[src/rtl/apb_pkg.sv]
// Shared state encoding, error causes and address/strobe helpers for the APB register bank.
package apb_pkg;

    typedef logic [1:0] apb_state_t;

    localparam apb_state_t ST_IDLE = 2'd0;
    localparam apb_state_t ST_WAIT = 2'd1;
    localparam apb_state_t ST_RESP = 2'd2;

    typedef enum logic [2:0] {
        ERR_NONE,
        ERR_RANGE,
        ERR_MISALIGN,
        ERR_RO_WRITE,
        ERR_STRB_READ
    } apb_err_t;

    function automatic bit legal_data_width(input int unsigned w);
        return (w == 8) || (w == 16) || (w == 32) || (w == 64);
    endfunction

    // Helpers work on a 64-bit container so any address width up to 64 fits.
    function automatic logic [63:0] addr_to_index(input logic [63:0] addr,
                                                  input int unsigned offs_bits);
        return addr >> offs_bits;
    endfunction

    function automatic logic [63:0] byte_offset(input logic [63:0] addr,
                                                input int unsigned offs_bits);
        return addr & ((64'd1 << offs_bits) - 64'd1);
    endfunction

    function automatic logic [63:0] merge_bytes(input logic [63:0] old_word,
                                                input logic [63:0] new_word,
                                                input logic [7:0]  strb);
        logic [63:0] res;
        res = old_word;
        for (int b = 0; b < 8; b++) begin
            if (strb[b]) res[b*8 +: 8] = new_word[b*8 +: 8];
        end
        return res;
    endfunction

endpackage

[src/rtl/apb_slave_regfile.sv]
// Register storage for the APB register bank: RW words with byte-strobe merge,
// RO words passed straight through from ro_in, and a read mux over both.
module apb_slave_regfile
    import apb_pkg::*;
#(
    parameter int DATA_WIDTH = 32,
    parameter int REG_NUM    = 16,
    parameter int RO_NUM     = 4,
    parameter int IDX_W      = 4
) (
    input  logic                         clk,
    input  logic                         rstn,
    input  logic                         wr_en,
    input  logic [IDX_W-1:0]             wr_idx,
    input  logic [DATA_WIDTH-1:0]        wr_data,
    input  logic [DATA_WIDTH/8-1:0]      wr_strb,
    input  logic [IDX_W-1:0]             rd_idx,
    input  logic [RO_NUM*DATA_WIDTH-1:0] ro_in,
    output logic [DATA_WIDTH-1:0]        rd_data,
    output logic [REG_NUM*DATA_WIDTH-1:0] reg_q
);

    for (genvar gi = 0; gi < REG_NUM; gi++) begin : g_reg
        if (gi < RO_NUM) begin : g_ro
            assign reg_q[gi*DATA_WIDTH +: DATA_WIDTH] = ro_in[gi*DATA_WIDTH +: DATA_WIDTH];
        end else begin : g_rw
            logic [DATA_WIDTH-1:0] q;

            always_ff @(posedge clk or negedge rstn) begin
                if (!rstn) begin
                    q <= '0;
                end else if (wr_en && (wr_idx == IDX_W'(gi))) begin
                    q <= DATA_WIDTH'(merge_bytes(64'(q), 64'(wr_data), 8'(wr_strb)));
                end
            end

            assign reg_q[gi*DATA_WIDTH +: DATA_WIDTH] = q;
        end
    end

    // Indices beyond REG_NUM (non power-of-two banks) read as zero.
    always_comb begin
        rd_data = '0;
        for (int i = 0; i < REG_NUM; i++) begin
            if (rd_idx == IDX_W'(i)) rd_data = reg_q[i*DATA_WIDTH +: DATA_WIDTH];
        end
    end

endmodule

[src/rtl/apb_slave_regbank.sv]
// APB slave register bank with programmable wait states and error response.
// Optional byte strobes are enabled with the APB_WSTRB_EN macro.
module apb_slave_regbank
    import apb_pkg::*;
#(
    parameter int ADDR_WIDTH  = 32,
    parameter int DATA_WIDTH  = 32,
    parameter int REG_NUM     = 16,
    parameter int RO_NUM      = 4,
    parameter int WAIT_CYCLES = 0
) (
    input  logic                          clk,
    input  logic                          rstn,
    input  logic                          sel,
    input  logic                          enable,
    input  logic [ADDR_WIDTH-1:0]         addr,
    input  logic                          write,
    input  logic [DATA_WIDTH-1:0]         wdata,
`ifdef APB_WSTRB_EN
    input  logic [DATA_WIDTH/8-1:0]       strb,
`endif
    output logic [DATA_WIDTH-1:0]         rdata,
    output logic                          ready,
    output logic                          slave_error,
    input  logic [RO_NUM*DATA_WIDTH-1:0]  ro_in,
    output logic [REG_NUM*DATA_WIDTH-1:0] reg_q
);

    localparam int         NB        = DATA_WIDTH / 8;
    localparam int         OFFS_BITS = $clog2(NB);
    localparam int         IDX_W     = (REG_NUM > 1) ? $clog2(REG_NUM) : 1;
    localparam logic [3:0] WAIT_INIT = 4'(WAIT_CYCLES);

    if (!legal_data_width(DATA_WIDTH)) begin : g_bad_width
        $error("apb_slave_regbank: DATA_WIDTH must be 8, 16, 32 or 64");
    end
    if (RO_NUM >= REG_NUM) begin : g_bad_ro
        $error("apb_slave_regbank: RO_NUM must be smaller than REG_NUM");
    end
    if (WAIT_CYCLES < 0 || WAIT_CYCLES > 15) begin : g_bad_wait
        $error("apb_slave_regbank: WAIT_CYCLES must be in 0..15");
    end

    apb_state_t            state;
    logic [3:0]            cnt;
    logic                  wr_q;
    logic                  err_q;
    logic [IDX_W-1:0]      idx_q;
    logic [DATA_WIDTH-1:0] wdata_q;
    logic [NB-1:0]         strb_q;
    logic [DATA_WIDTH-1:0] rd_hold;

    logic [63:0]           cur_idx;
    logic [63:0]           cur_off;
    apb_err_t              cur_err;
    logic [NB-1:0]         cur_strb;
    logic [DATA_WIDTH-1:0] rf_rd_data;
    logic [DATA_WIDTH-1:0] rd_now;
    logic                  capture;
    logic                  commit;

`ifdef APB_WSTRB_EN
    assign cur_strb = strb;
`else
    assign cur_strb = '1;
`endif

    assign cur_idx = addr_to_index(64'(addr), OFFS_BITS);
    assign cur_off = byte_offset(64'(addr), OFFS_BITS);

    // Error decode of the live setup-phase bus; the first matching cause wins.
    always_comb begin
        cur_err = ERR_NONE;
        if (cur_idx >= 64'(REG_NUM)) begin
            cur_err = ERR_RANGE;
        end else if (cur_off != 64'd0) begin
            cur_err = ERR_MISALIGN;
        end else if (write && (cur_idx < 64'(RO_NUM))) begin
            cur_err = ERR_RO_WRITE;
`ifdef APB_WSTRB_EN
        end else if (!write && (strb != '0)) begin
            cur_err = ERR_STRB_READ;
`endif
        end
    end

    assign rd_now  = ((cur_err != ERR_NONE) || write) ? '0 : rf_rd_data;
    assign capture = sel && !enable && ((state == ST_IDLE) || (state == ST_RESP));
    assign commit  = (state == ST_RESP) && sel && enable && ready && wr_q && !err_q;

    apb_slave_regfile #(
        .DATA_WIDTH (DATA_WIDTH),
        .REG_NUM    (REG_NUM),
        .RO_NUM     (RO_NUM),
        .IDX_W      (IDX_W)
    ) u_regfile (
        .clk     (clk),
        .rstn    (rstn),
        .wr_en   (commit),
        .wr_idx  (idx_q),
        .wr_data (wdata_q),
        .wr_strb (strb_q),
        .rd_idx  (cur_idx[IDX_W-1:0]),
        .ro_in   (ro_in),
        .rd_data (rf_rd_data),
        .reg_q   (reg_q)
    );

    // Read data is snapshotted at the setup edge so RO status values are
    // those seen when the transfer started, not when ready finally rises.
    always_ff @(posedge clk or negedge rstn) begin
        if (!rstn) begin
            state       <= ST_IDLE;
            cnt         <= '0;
            ready       <= 1'b0;
            slave_error <= 1'b0;
            rdata       <= '0;
            wr_q        <= 1'b0;
            err_q       <= 1'b0;
            idx_q       <= '0;
            wdata_q     <= '0;
            strb_q      <= '0;
            rd_hold     <= '0;
        end else begin
            ready       <= 1'b0;
            slave_error <= 1'b0;
            rdata       <= '0;
            if (capture) begin
                wr_q    <= write;
                err_q   <= (cur_err != ERR_NONE);
                idx_q   <= cur_idx[IDX_W-1:0];
                wdata_q <= wdata;
                strb_q  <= cur_strb;
                rd_hold <= rd_now;
                cnt     <= WAIT_INIT;
                if (WAIT_CYCLES == 0) begin
                    state       <= ST_RESP;
                    ready       <= 1'b1;
                    slave_error <= (cur_err != ERR_NONE);
                    rdata       <= rd_now;
                end else begin
                    state <= ST_WAIT;
                end
            end else begin
                case (state)
                    ST_WAIT: begin
                        if (!sel) begin
                            state <= ST_IDLE;
                        end else if (cnt == 4'd1) begin
                            state       <= ST_RESP;
                            ready       <= 1'b1;
                            slave_error <= err_q;
                            rdata       <= rd_hold;
                        end else begin
                            cnt <= cnt - 4'd1;
                        end
                    end
                    default: state <= ST_IDLE;
                endcase
            end
        end
    end

    assert property (@(posedge clk) disable iff (!rstn) slave_error |-> ready);

endmodule
[config.mk]
export PLATFORM = sky130hd
export DESIGN_NAME = apb_slave_regbank
export DESIGN_NICKNAME = d
export VERILOG_FILES = /design/src/rtl/apb_pkg.sv /design/src/rtl/apb_slave_regfile.sv /design/src/rtl/apb_slave_regbank.sv
export SDC_FILE = /design/constraint.sdc
export NUM_CORES = 1
export LEC_CHECK = 0
export CAP_MARGIN = 15
export CELL_PAD_IN_SITES_DETAIL_PLACEMENT = 1
export CELL_PAD_IN_SITES_GLOBAL_PLACEMENT = 1
export CORE_AREA = 2 2 287 289
export CTS_BUF_LIST = sky130_fd_sc_hd__clkbuf_4
export DETAILED_ROUTE_END_ITERATION = 7
export DIE_AREA = 0 0 289 291
export PLACE_DENSITY = 0.67
export SYNTH_ARGS = -nofsm -noshare
export SYNTH_HDL_FRONTEND = slang
export SYNTH_SLANG_ARGS = --single-unit
[constraint.sdc]
create_clock -name clk -period 1.7 [get_ports clk]
set_clock_uncertainty 0.1 [all_clocks]
set_input_delay 0.34 -clock clk [delete_from_list [all_inputs] [get_ports clk]]
set_output_delay 0.34 -clock clk [all_outputs]
set_load 0.005 [all_outputs]
[Word-level counts from Yosys, hierarchy flattened]
Cells that the tools add are included.
Storage, ports and cells
  logic and storage cells: 213
  flip-flop bits (word level): 495
  input port bits: 197
Operators by class
  add/sub/neg operators: 1
  $lt $le $gt $ge: 2
  equality and inequality tests: 32
  reduce and logical (&&, ||, !) cells: 79
  mux-type cells: 40
Operators with widths (number)
  2-to-1 mux 32 bit: 21
  AND reduction 2 bit: 48
  == test 4 bit (second input constant): 16
  nonzero test 64 bit: 1
  == test 4 x 3 -> 1 bit (second input constant): 8
  >= comparator 30 x 5 -> 1 bit (second input constant): 1
  less-than comparator 30 x 3 -> 1 bit (second input constant): 1
  logical AND 1 bit: 20
  2-to-1 mux 4 bit: 4
  2-to-1 mux 2 bit: 5
  == test 4 x 1 -> 1 bit (second input constant): 2
  == test 4 x 2 -> 1 bit (second input constant): 2
  2-to-1 mux 1 bit: 8
  2-to-1 mux 3 bit: 2
  logical NOT 4 bit: 1
  inequality test 4 bit (second input constant): 1
  nonzero test 2 bit: 2
  subtractor 4 x 1 -> 4 bit (second input constant): 1
  AND reduction 3 bit: 1
  nonzero test 3 bit: 1
  == test 2 x 1 -> 1 bit (second input constant): 1
  == test 2 bit (second input constant): 1
  logical NOT 1 bit: 2
  logical NOT 2 bit: 1
  2 further kinds: 3

[Logic depth before layout (Yosys ltp)]
Gate-level depths: netlist (run 1).
  depth after elaboration: 19
  depth in mapped cells: 9

[Hierarchy]
From an unflattened synthesis (run 1), not the netlist that was laid out.
Unflattened totals
  cell total of the unflattened synthesis: 2173
  area, all modules: 23960.5 sq um
Modules (own cells, without submodules)
  apb_slave_regfile: area an instance 20791.2 sq um, sequential area each 9609.2 sq um, cells each 1881, times used 1
  apb_slave_regbank: area an instance 3169.3 sq um, sequential area each 1826.8 sq um, cells each 292, times used 1

[Worst setup path before layout (run 1)]
Ideal clock, no wire load.
  path type: flip-flop to flip-flop
  start point: reg err_q
  end point: reg u_regfile.g_reg[7].g_rw.q[0]
  buffers on the path: 1
  stages on the path, launching flop included: 7
  period minus slack after synthesis: 1.920 ns
  slack: -0.220 ns
  data arrival time: 1.695 ns
  library setup time: 0.125 ns
  path through: dfrtp_1 -> nand2b_1 -> nor2_1 -> nand3_1 -> nor3b_2 -> buf_6 -> mux2_2
On the way
  cells in the longest elaborated chain, start to end: 4
RTL lines
  from (decl): RTL line apb_slave_regbank.sv:47  | logic err_q;
  from (signal assigned): RTL line apb_slave_regbank.sv:130  | err_q <= (cur_err != ERR_NONE);
  logical NOT 1 bit: RTL line apb_slave_regbank.sv:89  | assign commit = (state == ST_RESP) && sel && enable && ready && wr_q && !err_q;
  logical AND 1 bit: RTL line apb_slave_regbank.sv:89
  logical AND 1 bit: RTL line apb_slave_regfile.sv:32  | end else if (wr_en && (wr_idx == IDX_W'(gi))) begin
  AND reduction 2 bit (no line)
  to (signal assigned): RTL line apb_slave_regfile.sv:33  | q <= DATA_WIDTH'(merge_bytes(64'(q), 64'(wr_data), 8'(wr_strb)));
  to (decl): RTL line apb_slave_regfile.sv:27  | logic [DATA_WIDTH-1:0] q;
No other way between the ends.
A chain may end at the register's enable or synchronous reset.

[Final worst setup path (run 1)]
  start point: reg wr_q
  end point: reg u_regfile.g_reg[7].g_rw.q[4]
On the way
  cells in the longest elaborated chain, start to end: 4
RTL lines
  from (decl): RTL line apb_slave_regbank.sv:46  | logic wr_q;
  from (signal assigned): RTL line apb_slave_regbank.sv:129  | wr_q <= write;
  logical AND 1 bit (2 in series): RTL line apb_slave_regbank.sv:89
  logical AND 1 bit: RTL line apb_slave_regfile.sv:32
  AND reduction 2 bit (no line)
No other way between the ends.

==> run metrics, run 1 <==
P&R area growth vs syn=71.1%; Crit path required time=2.43 ns; Pwr Density=682 mW/mm2; routed vias/inst=5.23; CP Capture Type=register; Worst Path Arrival=3.00 ns; Post-Synth Simple-Gate Area=6.44%; Vias=23528; Post-synth ARST share=100%; DRC violation count after routing=0; post-synthesis sequential area ratio=49.9%; Avg WL per Cell=30.2 um; Rows=105; first-pass GRT wire length=186000 um; RSZ-0062 raised after global routing=true; largest family of logic cells by synthesized area=multiplexers; # setup viols final=814; Leakage=21.2 nW; status=finished, violations left; initial antenna violation count=6; top cell type's share of synthesized area=49.9%; CP Max Fanout=5; layout cell share with drive strength beyond 1=57.0%; final max-slew violation count=0; DIE WIDTH=289 um; TNS Setup=-266.58 ns; Congestion Overflow GR=0; Syn Area/Cell=11.8 um2; mapped cell area=0.0229 mm2; I/O Buffers=742; ANT nets after route=0; worst-skew pair later-pin latency=0.98 ns; Slew @ Worst Pin=0.619 ns; Core Box Area=0.0812 mm2; pre-CTS setup slack=-1.16 ns; Setup CP Type=reg2reg; failing checks=negative hold slack, negative setup slack; largest net degree at the start of global routing=66; top post-synthesis cells by area=dfrtp_1 50%, mux2_2 20%, buf_4 4.9%; fin area=0.0392 mm2; Final period util=133%; die area=0.0841 mm2; TritonCTS clock tree=yes; Compound-Gate Fraction of Synth Area=10.6%; startpoint class of the critical path=register; Routability Congestion=0.916; maxcap violations=0; Bufs on Longest Clock Path=3; GRT Overall Usage=30.7%; final hold violation count=1; number of flops mapped to enable cells by yosys=0; syn_nets=2136; IO Count=743; drt pass-1 iters=6; Post-DP HPWL=87500 um; Seq cells post-synth=457; Die Height=291 um; worst hold slack=-0.00463 ns; Final Total Pwr=26.7 mW; mux contribution to synthesized area=24.9%; Clock Root Buffer=clkbuf_4; clock sinks=457; maximum vdd ir drop=437 uV; final worst slack=-0.563 ns; Synth Instances=1939; area leader, netlist=dfrtp_1; Routed WL=136000 um; vias in the first global route=25600; clock buffer count from CTS=133; Synth Area in XOR/XNOR=0%; fmax=0.442 GHz; htree depth=4; min cycle time layout=2.26 ns; Yosys warning total=0; initial core utilization=28.2%; Slew Limit Headroom=58.5%; HP Class=in2reg; placed inst area=0.0332 mm2; Synth Area in Adders=0%; CTS clk-pin slew, worst paths=0.06 ns; Main synth FF type=dfrtp_1; Starting DRT DRC Count=1758; Synth cell types=65; Layout Nets=3523
[layer usage]
metal | global-route usage, % | up-vias | routed length (um) | part of all wire [%]
met2 | 51.5 | 1287 | 65700 | 48
met1 | 36.8 | 12098 | 52400 | 39
li1 | - | 9770 | - | -
met3 | 7.26 | 369 | 10300 | 7.6
met4 | 14.8 | 4 | 7190 | 5.3
met5 | 0 | - | 24 | 0.018
[state kept, by name (all words and copies together), names as in the netlist]
name,cells
u_regfile.g.g_rw.q,384
rdata,32
wdata_q,32
idx_q,4
err_q,1
ready,1
slave_error,1
strb_q,1
wr_q,1
[Yosys cell counts, types with 4 or more instances]
cell type and n:
buf_4 150, o221ai_1 5, nand4_1 4, o2bb2ai_1 4, a31oi_1 22, dfrtp_1 457, nand2_1 147, a21o_1 4
a221o_1 7, mux4_2 28, a21oi_1 92, nand2b_1 7, o2111ai_1 7, nor2b_1 16, nor3_1 6, mux2i_1 53
a211o_1 10, a221oi_1 15, o22ai_1 7, and3_1 13, inv_1 5, or2_2 4, o32ai_1 4, buf_2 64
o21ai_1 7, a32oi_1 5, buf_6 10, nor2_1 72, mux2_1 5, o211ai_1 10, a2bb2oi_1 6, nor4_1 9
o221a_2 6, a211oi_1 6, nand3_1 29, o31ai_1 10, a22o_1 12, a311o_1 8, mux2_2 399, a22oi_1 22
o21ai_0 83, clkbuf_1 72
[final cells by class]
cell class / instances / area (um2)
clock buffers: 192 / 1440
repair buffers: 1552 / 14200
flip-flops and latches: 457 / 11500
well taps: 1070 / 1340
clock inverters: 39 / 228
fillers: 8785 / 42000
inverters: 8 / 31.3
multi-input cells: 1174 / 10400
diodes: 4 / 10.0
[kinds of logic (layout without fill, tap and decap cells)]
family / count (synthesis) / in the layout
AOI/OAI and AO/OA: 366 / 366
DFF: 457 / 457
buffers and inverters: 308 / 1791
muxes: 485 / 485
and+or+nand+nor: 323 / 323
other: 0 / 4
[timing repair]
action,in CTS,in global routing
hold endpoints to repair,506,1
hold buffers,40,1
buffers inserted,345,120
resized for setup,1985,244
setup endpoints to repair,933,954
pin swaps,3,29
gates cloned,23,6
[metrics by stage]
stage | hold slack (ns) | std cells | utilization [%]
global placement | 0.105 | 3747 | 40.8
finish | -0.00463 | 4496 | 48.3
global route | 0.0368 | 4495 | 48.3
CTS | 0.00221 | 4385 | 46.5
detailed placement | 0.105 | 3747 | 40.8
floorplan | -0.0556 | 1939 | -
[path summary, 6_finish.rpt]
check	slack, ns	from	cells after the start	end
min in group asynchronous	0.35	rstn	4	u_regfile.g_reg[12].g_rw.q[4]$_DFFE_PN0P_
hold reg to reg	0.43	u_regfile.g_reg[9].g_rw.q[28]$_DFFE_PN0P_	1	u_regfile.g_reg[9].g_rw.q[28]$_DFFE_PN0P_
setup reg to reg	-0.56	wr_q$_DFFE_PN0P_	10	u_regfile.g_reg[7].g_rw.q[4]$_DFFE_PN0P_
hold / removal	-0.005	ro_in[103]	5	rdata[7]$_DFF_PN0_
setup / recovery	-0.56	wr_q$_DFFE_PN0P_	10	u_regfile.g_reg[7].g_rw.q[4]$_DFFE_PN0P_
max in group asynchronous	0.31	rstn	6	rdata[6]$_DFF_PN0_
[power by group]
| part | total (mW) | internal, mW | leakage (nW) | switching [mW] |
|---|---|---|---|---|
| Clock | 10.8 | 5.50 | 0.989 | 5.33 |
| Combinational | 4.16 | 2.15 | 14.0 | 2.02 |
| Sequential | 11.8 | 11.1 | 6.25 | 0.614 |
[critical path: stages, from the launching register on]
cell and delay, ns:
dfrtp_1 0.39, nand4_1 0.12, buf_6 0.16, buf_6 0.12, nor2_4 0.12, nand3_4 0.11, nor3b_4 0.27, buf_12 0.14
buf_12 0.14, buf_12 0.17, mux2_4 0.32
[cell usage in the layout, fill, tap and decap left out, types with 15 or more instances in the layout]
cell             count
dfrtp_1            420
a31oi_1             21
nand2_1            139
buf_6              161
a22oi_1             18
buf_2              294
nor2_1              65
dfrtp_2             37
dlygate4sd3_1       39
o21ai_0             79
clkbuf_4           192
buf_16              15
mux2i_1             52
dlymetal6s2s_1     128
mux4_2              28
clkinv_1            23
nand3_1             24
a21oi_1             91
mux2_4             107
buf_12              84
buf_4              626
clkdlybuf4s50_1    191
mux2_2             297
(Power assumes the default switching activity.)
==> inputs of run 2 (changes only) <==
==> constraint.sdc (replaced) <==
create_clock -name clk -period 1.7 [get_ports clk]
set_clock_uncertainty 0.1 [all_clocks]
set_input_delay 0.34 -clock clk [delete_from_list [all_inputs] [get_ports clk]]
set_output_delay 0.34 -clock clk [all_outputs]
set_load 0.1 [all_outputs]
==> run 2 against run 1 <==
  * The flow finishes with violations (negative setup slack)
  * Non-clock buffer count is 113 higher
  * Sequential cell count stayed put
  * Global-route usage is 3.4 points higher
  * Total power is 18% higher
==> run metrics, run 2 (synthesized netlist as in run 1, its figures left out) <==
biggest regs=u_regfile.g.g_rw.q: 384 flops, rdata: 32 flops, wdata_q: 32 flops; Slew @ Worst Pin=0.734 ns; Crit path required time=2.49 ns; reg2reg end=u_regfile.g_reg[5].g_rw.q[14]$_DFFE_PN0P_; HP Class=in2reg; worst hold path startpoint=addr[4]; Starting DRT DRC Count=2102; R2R Setup Slk=-0.66 ns; clock buffer count from CTS=132; initial antenna violation count=5; P&R area growth vs syn=105%; GRT Overall Usage=34.2%; Core Box Area=0.0812 mm2; Slew Limit Headroom=50.8%; status=finished, violations left; Largest register FFs=384; worst hold slack=0.129 ns; DRC violation count after routing=0; CP cell instances=nand4_1 -> buf_6 -> buf_6 -> nor4b_4 -> buf_4 -> buf_12 -> nand2_8 -> buf_12 -> mux2_2; I/O Buffers=742; initial core utilization=28.2%; Bufs on Longest Clock Path=3; # setup viols final=837; htree depth=4; TritonCTS clock tree=yes; CP Capture Type=register; first-pass GRT wire length=206000 um; maxcap violations=0; final worst slack=-0.662 ns; pre-CTS setup slack=-1.13 ns; fin area=0.0470 mm2; Post-DP HPWL=94100 um; startpoint class of the critical path=register; CP Max Fanout=17; Final Total Pwr=31.6 mW; final max-slew violation count=0; clock sinks=457; worst-skew pair later-pin latency=1.08 ns; die area=0.0841 mm2; Finished Layout Cells=4619; drt pass-1 iters=6; Leakage=22.2 nW; ANT nets after route=0; Inst Count DP=3850; max incr delay on CP=0.43 ns; Final period util=139%; Vias=25556; Routability Congestion=0.927; TNS Setup=-369.86 ns; Top reg by flops=u_regfile.g.g_rw.q; vias in the first global route=27727; Routed WL=159000 um; hold path depth=6; hold path endpoint=rdata[8]$_DFF_PN0_; layout cell share with drive strength beyond 1=67.4%; min cycle time layout=2.36 ns; most common cell after layout, fill and taps aside=buf_4; Avg WL per Cell=34.4 um; Congestion Overflow GR=0; placed inst area=0.0395 mm2; Setup CP Type=reg2reg; IO Count=743; Layout Nets=3635; CTS clk-pin slew, worst paths=0.08 ns; Rows=105; DIE WIDTH=289 um; fin util=57.9%; RSZ-0062 raised after global routing=true; Worst Path Arrival=3.15 ns; failing checks=negative setup slack; number of cells on the worst reg-to-reg path=9; maximum vdd ir drop=406 uV; Pwr Density=672 mW/mm2; routed vias/inst=5.53; most frequent cells in the layout=723 x buf_4, 623 x buf_12, 276 x mux2_2, 241 x dfrtp_1, 211 x dfrtp_2; slowest CP cell=dfrtp_4; largest net degree at the start of global routing=44; Clock Root Buffer=clkbuf_4; final hold violation count=0; Worst R2R Start=ready$_DFF_PN0_; fmax=0.423 GHz; Die Height=291 um
## run 2: power by group
part	switching, mW	internal, mW
Combinational	4.80	3.18
Sequential	0.738	11.2
Clock	6.07	5.68
## run 2: final cells by class
type / count / area, um2
Clock inverter: 43 / 279
Multi-Input combinational cell: 1174 / 10600
Inverter: 8 / 31.3
Tap cell: 1070 / 1340
Antenna cell: 6 / 15.0
Timing Repair Buffer: 1665 / 21600
Fill cell: 7986 / 34200
Sequential cell: 457 / 11700
Clock buffer: 196 / 1470
## run 2: worst max-delay path by stage
stage,from,end,slack (ns),cells after the start
after floorplan,ready$_DFF_PN0_,u_regfile.g_reg[7].g_rw.q[11]$_DFFE_PN0P_,-0.44,6
final,ready$_DFF_PN0_,u_regfile.g_reg[5].g_rw.q[14]$_DFFE_PN0P_,-0.66,9
after detailed placement,enable,u_regfile.g_reg[7].g_rw.q[9]$_DFFE_PN0P_,-1.13,7
after global placement,enable,u_regfile.g_reg[11].g_rw.q[16]$_DFFE_PN0P_,-1.02,8
after global routing,ready$_DFF_PN0_,u_regfile.g_reg[15].g_rw.q[3]$_DFFE_PN0P_,-0.68,9
after CTS,ready$_DFF_PN0_,ready,-0.64,2
## run 2: layer usage
metal | GRT usage (%) | wire length, um | vias up
li1 | - | - | 10003
met1 | 39.2 | 56300 | 13073
met2 | 57.1 | 76200 | 1777
met3 | 8.46 | 13100 | 703
met4 | 20.7 | 13000 | 0
met5 | 0 | 0 | -
## run 2: critical path, delay by kind of cell, from the launching register on
family        cells  cell delay, ns
simple gates      3            0.49
mux               1            0.30
flops             1            0.43
buf+inv           5            0.86
## run 2: repair_timing
action,in CTS,in global routing
pin swaps,5,42
endpoints found under the hold margin,513,134
hold buffers,42,1
resized for setup,255,161
cloned,19,11
setup endpoints to repair,807,1252
setup buffers,347,127
